===== src/rtl/pipe_stage_skid.sv =====
// ---------------------------------------------------------------------------
// pipe_stage_skid
// Elastic pipeline-stage register with a valid/ready handshake on both sides.
// It holds an opaque payload between two CPU pipeline stages (first use is
// EXE->MEM). With SKID_EN=1 a second (skid) entry lets up_ready_o come
// straight from a flop. With SKID_EN=0 the stage has a single entry and a
// combinational up_ready_o.
//
// Ports
//   clk_i, rst_i   clock (rising edge), asynchronous active-high reset
//   flush_i        synchronous kill of every held entry
//   up_valid_i     upstream payload valid
//   up_ready_o     stage can accept a payload this cycle
//   up_data_i      upstream payload
//   down_valid_o   main entry holds a valid payload
//   down_ready_i   downstream takes the main entry this cycle
//   down_data_o    main entry payload
//   clr_cnt_i      synchronous clear of the stall counter
//   stall_cnt_o    saturating count of cycles with valid & !ready downstream
//   occ_o          number of entries held (0, 1, 2)
// ---------------------------------------------------------------------------
module pipe_stage_skid #(
   parameter int DATA_W  = 160,
   parameter bit SKID_EN = 1'b1,
   parameter int CNT_W   = 16
) (
   input  logic              clk_i,
   input  logic              rst_i,
   input  logic              flush_i,
   input  logic              up_valid_i,
   output logic              up_ready_o,
   input  logic [DATA_W-1:0] up_data_i,
   output logic              down_valid_o,
   input  logic              down_ready_i,
   output logic [DATA_W-1:0] down_data_o,
   input  logic              clr_cnt_i,
   output logic [CNT_W-1:0]  stall_cnt_o,
   output logic [1:0]        occ_o
);

   // The encoding doubles as the occupancy count.
   typedef enum logic [1:0] {
      EMPTY = 2'd0,
      FULL  = 2'd1,
      SKID  = 2'd2
   } state_t;

   localparam logic [CNT_W-1:0] CntMax = {CNT_W{1'b1}};
   localparam logic [CNT_W-1:0] CntOne = CNT_W'(1);

   state_t            state_q, state_d;
   logic [DATA_W-1:0] mainData_q, mainData_d;
   logic [DATA_W-1:0] skidData_q;
   logic [CNT_W-1:0]  stallCnt_q, stallCnt_d;
   logic              upReady;
   logic              upFire;
   logic              downFire;

   assign down_valid_o = (state_q != EMPTY);
   assign down_data_o  = mainData_q;
   assign stall_cnt_o  = stallCnt_q;
   assign occ_o        = state_q;
   assign up_ready_o   = upReady;
   assign upFire       = up_valid_i & upReady;
   assign downFire     = down_valid_o & down_ready_i;

   // Next-state and main-entry update.
   // A drain to EMPTY clears the main entry, so the payload reads zero
   // whenever the stage is empty. Flush overrides the handshake. An upstream
   // payload accepted in the flush cycle is dropped.
   always_comb begin
      state_d    = state_q;
      mainData_d = mainData_q;
      case (state_q)
         EMPTY: begin
            if (upFire) begin
               state_d    = FULL;
               mainData_d = up_data_i;
            end
         end
         FULL: begin
            if (upFire && downFire) begin
               mainData_d = up_data_i;
            end else if (downFire) begin
               state_d    = EMPTY;
               mainData_d = '0;
            end else if (upFire && SKID_EN) begin
               state_d = SKID;
            end
         end
         SKID: begin
            if (downFire) begin
               state_d    = FULL;
               mainData_d = skidData_q;
            end
         end
         default: begin
            state_d    = EMPTY;
            mainData_d = '0;
         end
      endcase
      if (flush_i) begin
         state_d    = EMPTY;
         mainData_d = '0;
      end
   end

   // Stall counter.
   // The counter saturates instead of wrapping. A clear wins over an
   // increment in the same cycle. Flush leaves the count alone.
   always_comb begin
      stallCnt_d = stallCnt_q;
      if (clr_cnt_i) begin
         stallCnt_d = '0;
      end else if (down_valid_o && !down_ready_i && (stallCnt_q != CntMax)) begin
         stallCnt_d = stallCnt_q + CntOne;
      end
   end

   // Main stage state.
   // Everything resets to empty at once; the reset is asynchronous.
   always_ff @(posedge clk_i or posedge rst_i) begin
      if (rst_i) begin
         state_q    <= EMPTY;
         mainData_q <= '0;
         stallCnt_q <= '0;
      end else begin
         state_q    <= state_d;
         mainData_q <= mainData_d;
         stallCnt_q <= stallCnt_d;
      end
   end

   generate
      if (SKID_EN) begin : genSkid
         logic              upReady_q;
         logic [DATA_W-1:0] skidData_r;

         // Skid entry and registered ready.
         // Ready is computed one cycle ahead from the next state. The skid
         // entry fills only when a payload arrives while the main entry is
         // stalled.
         always_ff @(posedge clk_i or posedge rst_i) begin
            if (rst_i) begin
               upReady_q  <= 1'b1;
               skidData_r <= '0;
            end else begin
               upReady_q <= (state_d != SKID);
               if (flush_i) begin
                  skidData_r <= '0;
               end else if ((state_q == FULL) && upFire && !downFire) begin
                  skidData_r <= up_data_i;
               end
            end
         end

         assign upReady    = upReady_q;
         assign skidData_q = skidData_r;
      end else begin : genNoSkid
         // A single entry accepts when it is empty or draining this cycle.
         assign upReady    = !down_valid_o | down_ready_i;
         assign skidData_q = '0;
      end
   endgenerate

endmodule


===== config.mk =====
export PLATFORM = sky130hd
export DESIGN_NAME = pipe_stage_skid
export DESIGN_NICKNAME = d
export VERILOG_FILES = /design/src/rtl/pipe_stage_skid.sv
export SDC_FILE = /design/constraint.sdc
export NUM_CORES = 1
export LEC_CHECK = 0
export CAP_MARGIN = 5
export CORE_MARGIN = 3
export CORE_UTILIZATION = 45
export DETAILED_ROUTE_END_ITERATION = 7
export GPL_TIMING_DRIVEN = 0
export HOLD_SLACK_MARGIN = 0.1
export PLACE_DENSITY = 0.74
export REMOVE_ABC_BUFFERS = 1
export SYNTH_ARGS = -nofsm -noshare
export SYNTH_HDL_FRONTEND = slang
export SYNTH_SLANG_ARGS = --single-unit

===== constraint.sdc =====
create_clock -name clk_i -period 14.4 [get_ports clk_i]
set_input_delay 1.44 -clock clk_i [delete_from_list [all_inputs] [get_ports clk_i]]
set_output_delay 1.44 -clock clk_i [all_outputs]
set_load 0.02 [all_outputs]

==> impl_metrics.json, run 1 <==
{
  "worst-r2r-cell-count": 7,
  "fin_ws_ns": 10.69,
  "areaGrowthSynthToFinish_pct": 37.8,
  "cts_buffers": 37,
  "startpoint_type": "input pin",
  "antenna_found_initial": 4,
  "rows": 64,
  "max_slew_margin_pct": 35.3,
  "synth_top_area_share_pct": 58.7,
  "drc": 0,
  "final_max_slew_viol_count": 0,
  "cts-resized-gates": 0,
  "post-place-ws_ns": 10.22,
  "ys_seq_area_share_pct": 58.8,
  "post-route-min-period_ns": 3.71,
  "drt-total-wl_mm": 43.0,
  "syn_avg_cell_area_um2": 10.5,
  "gp_congestion": 0.775,
  "overflow": 0,
  "skew_ns": 0.0149,
  "cp.required_ns": 14.82,
  "clk_pin_slew_ns": 0.06,
  "syn_area_mm2": 0.0144,
  "h-tree-depth": 2,
  "fp.coreArea_mm2": 0.0311,
  "first_pass_iters": 5,
  "die_x_um": 185,
  "final_common_cell": "clkdlybuf4s50_1",
  "timing.hold.ws_ns": 0.485,
  "cts-root-buf": "clkbuf_16",
  "tritoncts": "built",
  "utilization_pct": 63.9,
  "finalHoldViolCount": 0,
  "crit_top_cell": "buf_16",
  "layout.cells.most_common_list": "clkdlybuf4s50_1 (344), dfrtp_1 (338), nand2_1 (328), a21oi_1 (175)",
  "path_cells": "clkdlybuf4s50_1, nand3_1, a21oi_4, buf_16, buf_12, buf_16, buf_16, a22oi_1, o2bb2ai_1",
  "worstSetupEndpointType": "flip-flop",
  "cts_max_path_buffers": 3,
  "first_global_vias": 12662,
  "ant_nets": 0,
  "grt_setup_unrepaired": "false",
  "critPathSlowestCell": "clkdlybuf4s50_1",
  "grt_util_all_layers_pct": 24.8,
  "cp.arrival_ns": 4.13,
  "nets": 1825,
  "ctsHoldBuffers": 0,
  "rrSetupSlack_ns": 11.30,
  "synthDistinctLibCells": 47,
  "p_per_area_mw_per_mm2": 125,
  "initialDrtViolationCount": 982,
  "die-area_mm2": 0.0342,
  "vias": 12280,
  "io_buffers": 345,
  "ios": 346,
  "hold_depth": 1,
  "grt_max_degree": 125,
  "ys.flop_type": "dfrtp_1",
  "clk_latency_ns": 0.51,
  "cap_viol_max_count": 0,
  "postSynthCellCount": 1374,
  "tightest_slew_ns": 0.968,
  "p_total_mw": 2.47,
  "start_util_pct": 46.4,
  "cts_sinks": 339,
  "hp-class": "reg2reg",
  "status": "finished, final reports clean",
  "synthArstFlopShare_pct": 100,
  "dp_hpwl_mm": 26.9,
  "yosysWarningCount": 0,
  "synth_edf_count": 0,
  "netlist.top_cell.by_area": "dfrtp_1",
  "crit_type": "in2reg",
  "tns_ns": 0,
  "power_leakage_nw": 8.04,
  "drive_above_1_share_pct": 6.40,
  "wl_per_cell_um": 20.6,
  "finalSetupViolCount": 0,
  "ys_top_cells_by_area": "dfrtp_1 (59%), o2bb2ai_1 (9.7%), nand2_1 (8.6%)",
  "fmax_mhz": 270,
  "routed_via_density": 5.89,
  "fin_crit_sh_pct": 25.7,
  "grt_pass1_wl_mm": 69.2,
  "postCtsSetupBuffers": 0,
  "slowest_delay_ns": 0.72,
  "die_h_um": 185,
  "irDropWorstVdd_uv": 91.9,
  "path_max_fanout": 29,
  "ys_ff_latch": 339
}
[through the flow]
stage          cells  cell area, um^2
2_1_floorplan   1246            13800
3_3_place_gp    1987            17800
3_5_place_dp    2015            18500
4_1_cts         2083            19900
5_1_grt         2085            19900
6_report        2086            19900
[cell type report]
type | instances | area (um^2)
Fill cell | 2442 | 11200
Sequential cell | 339 | 8480
Multi-Input combinational cell | 902 | 5360
Timing Repair Buffer | 373 | 4130
Clock buffer | 55 | 1130
Tap cell | 396 | 495
Clock inverter | 13 | 246
Inverter | 5 | 26.3
Antenna cell | 3 | 7.51
[metal layers]
layer  GRT usage [%]  share of wire, %
met1            32.9                41
met2            39.7                47
met3            7.23               8.6
met4            7.53               2.8
met5               0             0.060
[path summary, 6_finish.rpt]
check,from,endpoint
worst max-delay path,down_ready_i,down_data_o[154]$_DFFE_PP0P_
worst min-delay path,down_data_o[0]$_DFFE_PP0P_,down_data_o[0]$_DFFE_PP0P_
worst max register to register,occ_o[1]$_DFF_PP0_,down_data_o[13]$_DFFE_PP0P_
worst min register to register,down_data_o[0]$_DFFE_PP0P_,down_data_o[0]$_DFFE_PP0P_
max in group asynchronous,rst_i,genSkid.skidData_r[48]$_DFFE_PP0P_
min in group asynchronous,rst_i,down_data_o[83]$_DFFE_PP0P_
[state kept, by name, summed over array words and instances, names as in the netlist]
register,count
down_data_o,160
genSkid.skidData_r,160
stall_cnt_o,16
occ_o,2
up_ready_o,1
[worst max-delay path: cells and delay by family]
family	cells	cell delay, ns
AO/OA/AOI/OAI	3	0.83
AND/OR/NAND/NOR	1	0.24
buffers and inverters	5	1.57
[cells by family after synthesis]
kind of cell | count (synthesis) | synth area share (%)
compound gates | 516 | 25.3
fa+ha+maj | 1 | 0.0867
buf+inv | 133 | 4.24
flops | 339 | 58.8
mux | 3 | 0.226
simple gates | 382 | 11.3
[cell usage after synthesis, types with 2 or more instances]
master / number
nand3_1: 5
buf_2: 63
nor2b_1: 4
or4_1: 3
nand2_1: 329
inv_1: 5
clkbuf_1: 48
nand4_1: 4
a21oi_1: 175
a22oi_1: 160
buf_4: 3
and3_1: 2
buf_6: 3
nand4_4: 2
nor3_1: 4
or3_1: 8
o2bb2ai_1: 160
dfrtp_1: 338
o21ai_0: 4
nand2b_1: 5
and4_1: 2
nor4_4: 2
o31ai_1: 7
nor2_1: 5
buf_1: 11
[power breakdown]
part	total (mW)	internal (mW)	switching (mW)	leakage [nW]
Sequential	1.03	1.00	0.0318	4.64
Clock	1.05	0.668	0.383	0.673
Combinational	0.389	0.178	0.211	2.73
Note: power is estimated with default switching activity, not from simulation.
==> run 2, diff against run 1 <==
PLACE_DENSITY = 0.76   (was 0.74)
clock period = 3.4 ns   (was 14.4 ns; I/O delays follow)
==> impl_metrics.json, run 2 (synthesis gave the netlist of run 1 again) <==
{
  "first_pass_iters": 5,
  "crit_type": "reg2reg",
  "ios": 346,
  "startpoint_type": "flip-flop",
  "critPathSlowestCell": "dfrtp_1",
  "hp-class": "in2reg",
  "utilization_pct": 63.6,
  "post-place-ws_ns": -0.125,
  "fillers": 2399,
  "grt_pass1_wl_mm": 69.2,
  "vias": 12218,
  "die_x_um": 185,
  "layout.cells.most_common_list": "clkdlybuf4s50_1 (344), dfrtp_1 (338), nand2_1 (328), a21oi_1 (175)",
  "antenna_found_initial": 2,
  "final_max_slew_viol_count": 0,
  "wl_per_cell_um": 20.8,
  "stdcell_area_mm2": 0.0198,
  "drive_above_1_share_pct": 6.45,
  "cts_sinks": 339,
  "clk_latency_ns": 0.51,
  "place_area_mm2": 0.0185,
  "rows": 64,
  "ctsHoldBuffers": 0,
  "grt_util_all_layers_pct": 24.9,
  "final_common_cell": "clkdlybuf4s50_1",
  "setup.worst_path.start": "occ_o[1]$_DFF_PP0_",
  "die_h_um": 185,
  "first_global_vias": 12486,
  "cp.required_ns": 3.82,
  "tightest_slew_ns": 0.870,
  "irDropWorstVdd_uv": 410,
  "cts-resized-gates": 0,
  "power_leakage_nw": 8.00,
  "overflow": 0,
  "dp_hpwl_mm": 26.8,
  "worstSetupEndpointType": "flip-flop",
  "clk_pin_slew_ns": 0.06,
  "drc": 0,
  "cts_max_path_buffers": 3,
  "fmax_mhz": 351,
  "status": "finished, final reports clean",
  "gp_congestion": 0.762,
  "p_total_mw": 10.1,
  "initialDrtViolationCount": 1123,
  "drt-total-wl_mm": 43.4,
  "p_per_area_mw_per_mm2": 512,
  "h-tree-depth": 2,
  "finalHoldViolCount": 0,
  "nets": 1829,
  "die-area_mm2": 0.0342,
  "cap_viol_max_count": 0,
  "max_slew_margin_pct": 42.0,
  "start_util_pct": 46.4,
  "reg2reg_from": "occ_o[1]$_DFF_PP0_",
  "grt_setup_unrepaired": "false",
  "areaGrowthSynthToFinish_pct": 37.1,
  "skew_ns": 0.0199,
  "fp.coreArea_mm2": 0.0311,
  "fin_crit_sh_pct": 83.9,
  "cts-root-buf": "clkbuf_16",
  "cts_buffers": 37,
  "cp.arrival_ns": 3.27,
  "io_buffers": 345,
  "grt_max_degree": 131,
  "finalSetupViolCount": 0,
  "path_cells": "nor2b_4, buf_12, nand2b_1, a21oi_4, buf_16, buf_16, buf_12, o2bb2ai_1",
  "ant_nets": 0,
  "post-route-min-period_ns": 2.85,
  "tritoncts": "built",
  "slowest_delay_ns": 0.69,
  "path_max_fanout": 31,
  "hp-start": "flush_i",
  "routed_via_density": 5.85,
  "fin_ws_ns": 0.547
}
-- run 2: cell types whose count changed in the layout (fill, tap and decap cells not counted), moves of 2 or more --
cell / before / now
bufinv_16: 7 / 2
buf_4: 0 / 2
clkbuf_1: 7 / 9
clkinv_4: 0 / 2
-- run 2: worst max-delay path: cells and delay by family (launching register included) --
family                 cells  cell delay [ns]
AOI/OAI and AO/OA          2             0.67
buffers and inverters      4             0.86
DFF                        1             0.69
and+or+nand+nor            2             0.51
-- run 2: layout make-up --
| cell class | instances | area (um^2) | share of cell area [%] |
|---|---|---|---|
| Clock buffer | 57 | 1130 | 5.73 |
| Tap cell | 396 | 495 | 2.51 |
| Antenna cell | 2 | 5.00 | 0.0253 |
| Clock inverter | 10 | 111 | 0.563 |
| Sequential cell | 339 | 8480 | 42.9 |
| Multi-Input combinational cell | 904 | 5370 | 27.2 |
| Inverter | 5 | 26.3 | 0.133 |
| Timing Repair Buffer | 375 | 4140 | 21.0 |
-- run 2: final timing paths --
check                      slack, ns                                  end  depth (start not counted)
min                             0.33  genSkid.skidData_r[139]$_DFFE_PP0P_                          2
max reg2reg                     0.55         down_data_o[124]$_DFFE_PP0P_                          8
min in group asynchronous       0.44   genSkid.skidData_r[45]$_DFFE_PP0P_                          2
max in group asynchronous       1.82          down_data_o[88]$_DFFE_PP0P_                          3
min reg2reg                     0.49         down_data_o[154]$_DFFE_PP0P_                          1
max                             0.55         down_data_o[124]$_DFFE_PP0P_                          8
-- run 2: metal layers --
metal  GRT usage (%)  vias up  part of all wire [%]
met5               0        -                     0
met4            8.37        0                   3.3
met3            7.11       85                   8.7
met2            39.3      447                    48
met1            33.4     6123                    40
li1                -     5563                     -
-- run 2: timing repair --
| action | in CTS | in global routing |
|---|---|---|
| gates cloned | 2 | 0 |
| buffers inserted | 0 | 2 |
| setup endpoints to repair | 29 | 28 |
| pin swaps | 1 | 0 |
-- run 2: report_power, final --
group	leakage, nW	switching, mW	internal, mW
Combinational	2.75	0.895	0.759
Clock	0.617	1.63	2.46
Sequential	4.64	0.135	4.24
Total	8.00	2.66	7.46
-- run 2: through the flow --
stage                     hold slack [ns]   TNS, ns  instances
after global routing                0.363         0       2088
after floorplan                     0.403  -3160.94       1246
after global placement              0.469  -6117.37       1987
after CTS                           0.336         0       2084
after detailed placement            0.473     -3.23       2015
final                               0.334         0       2088
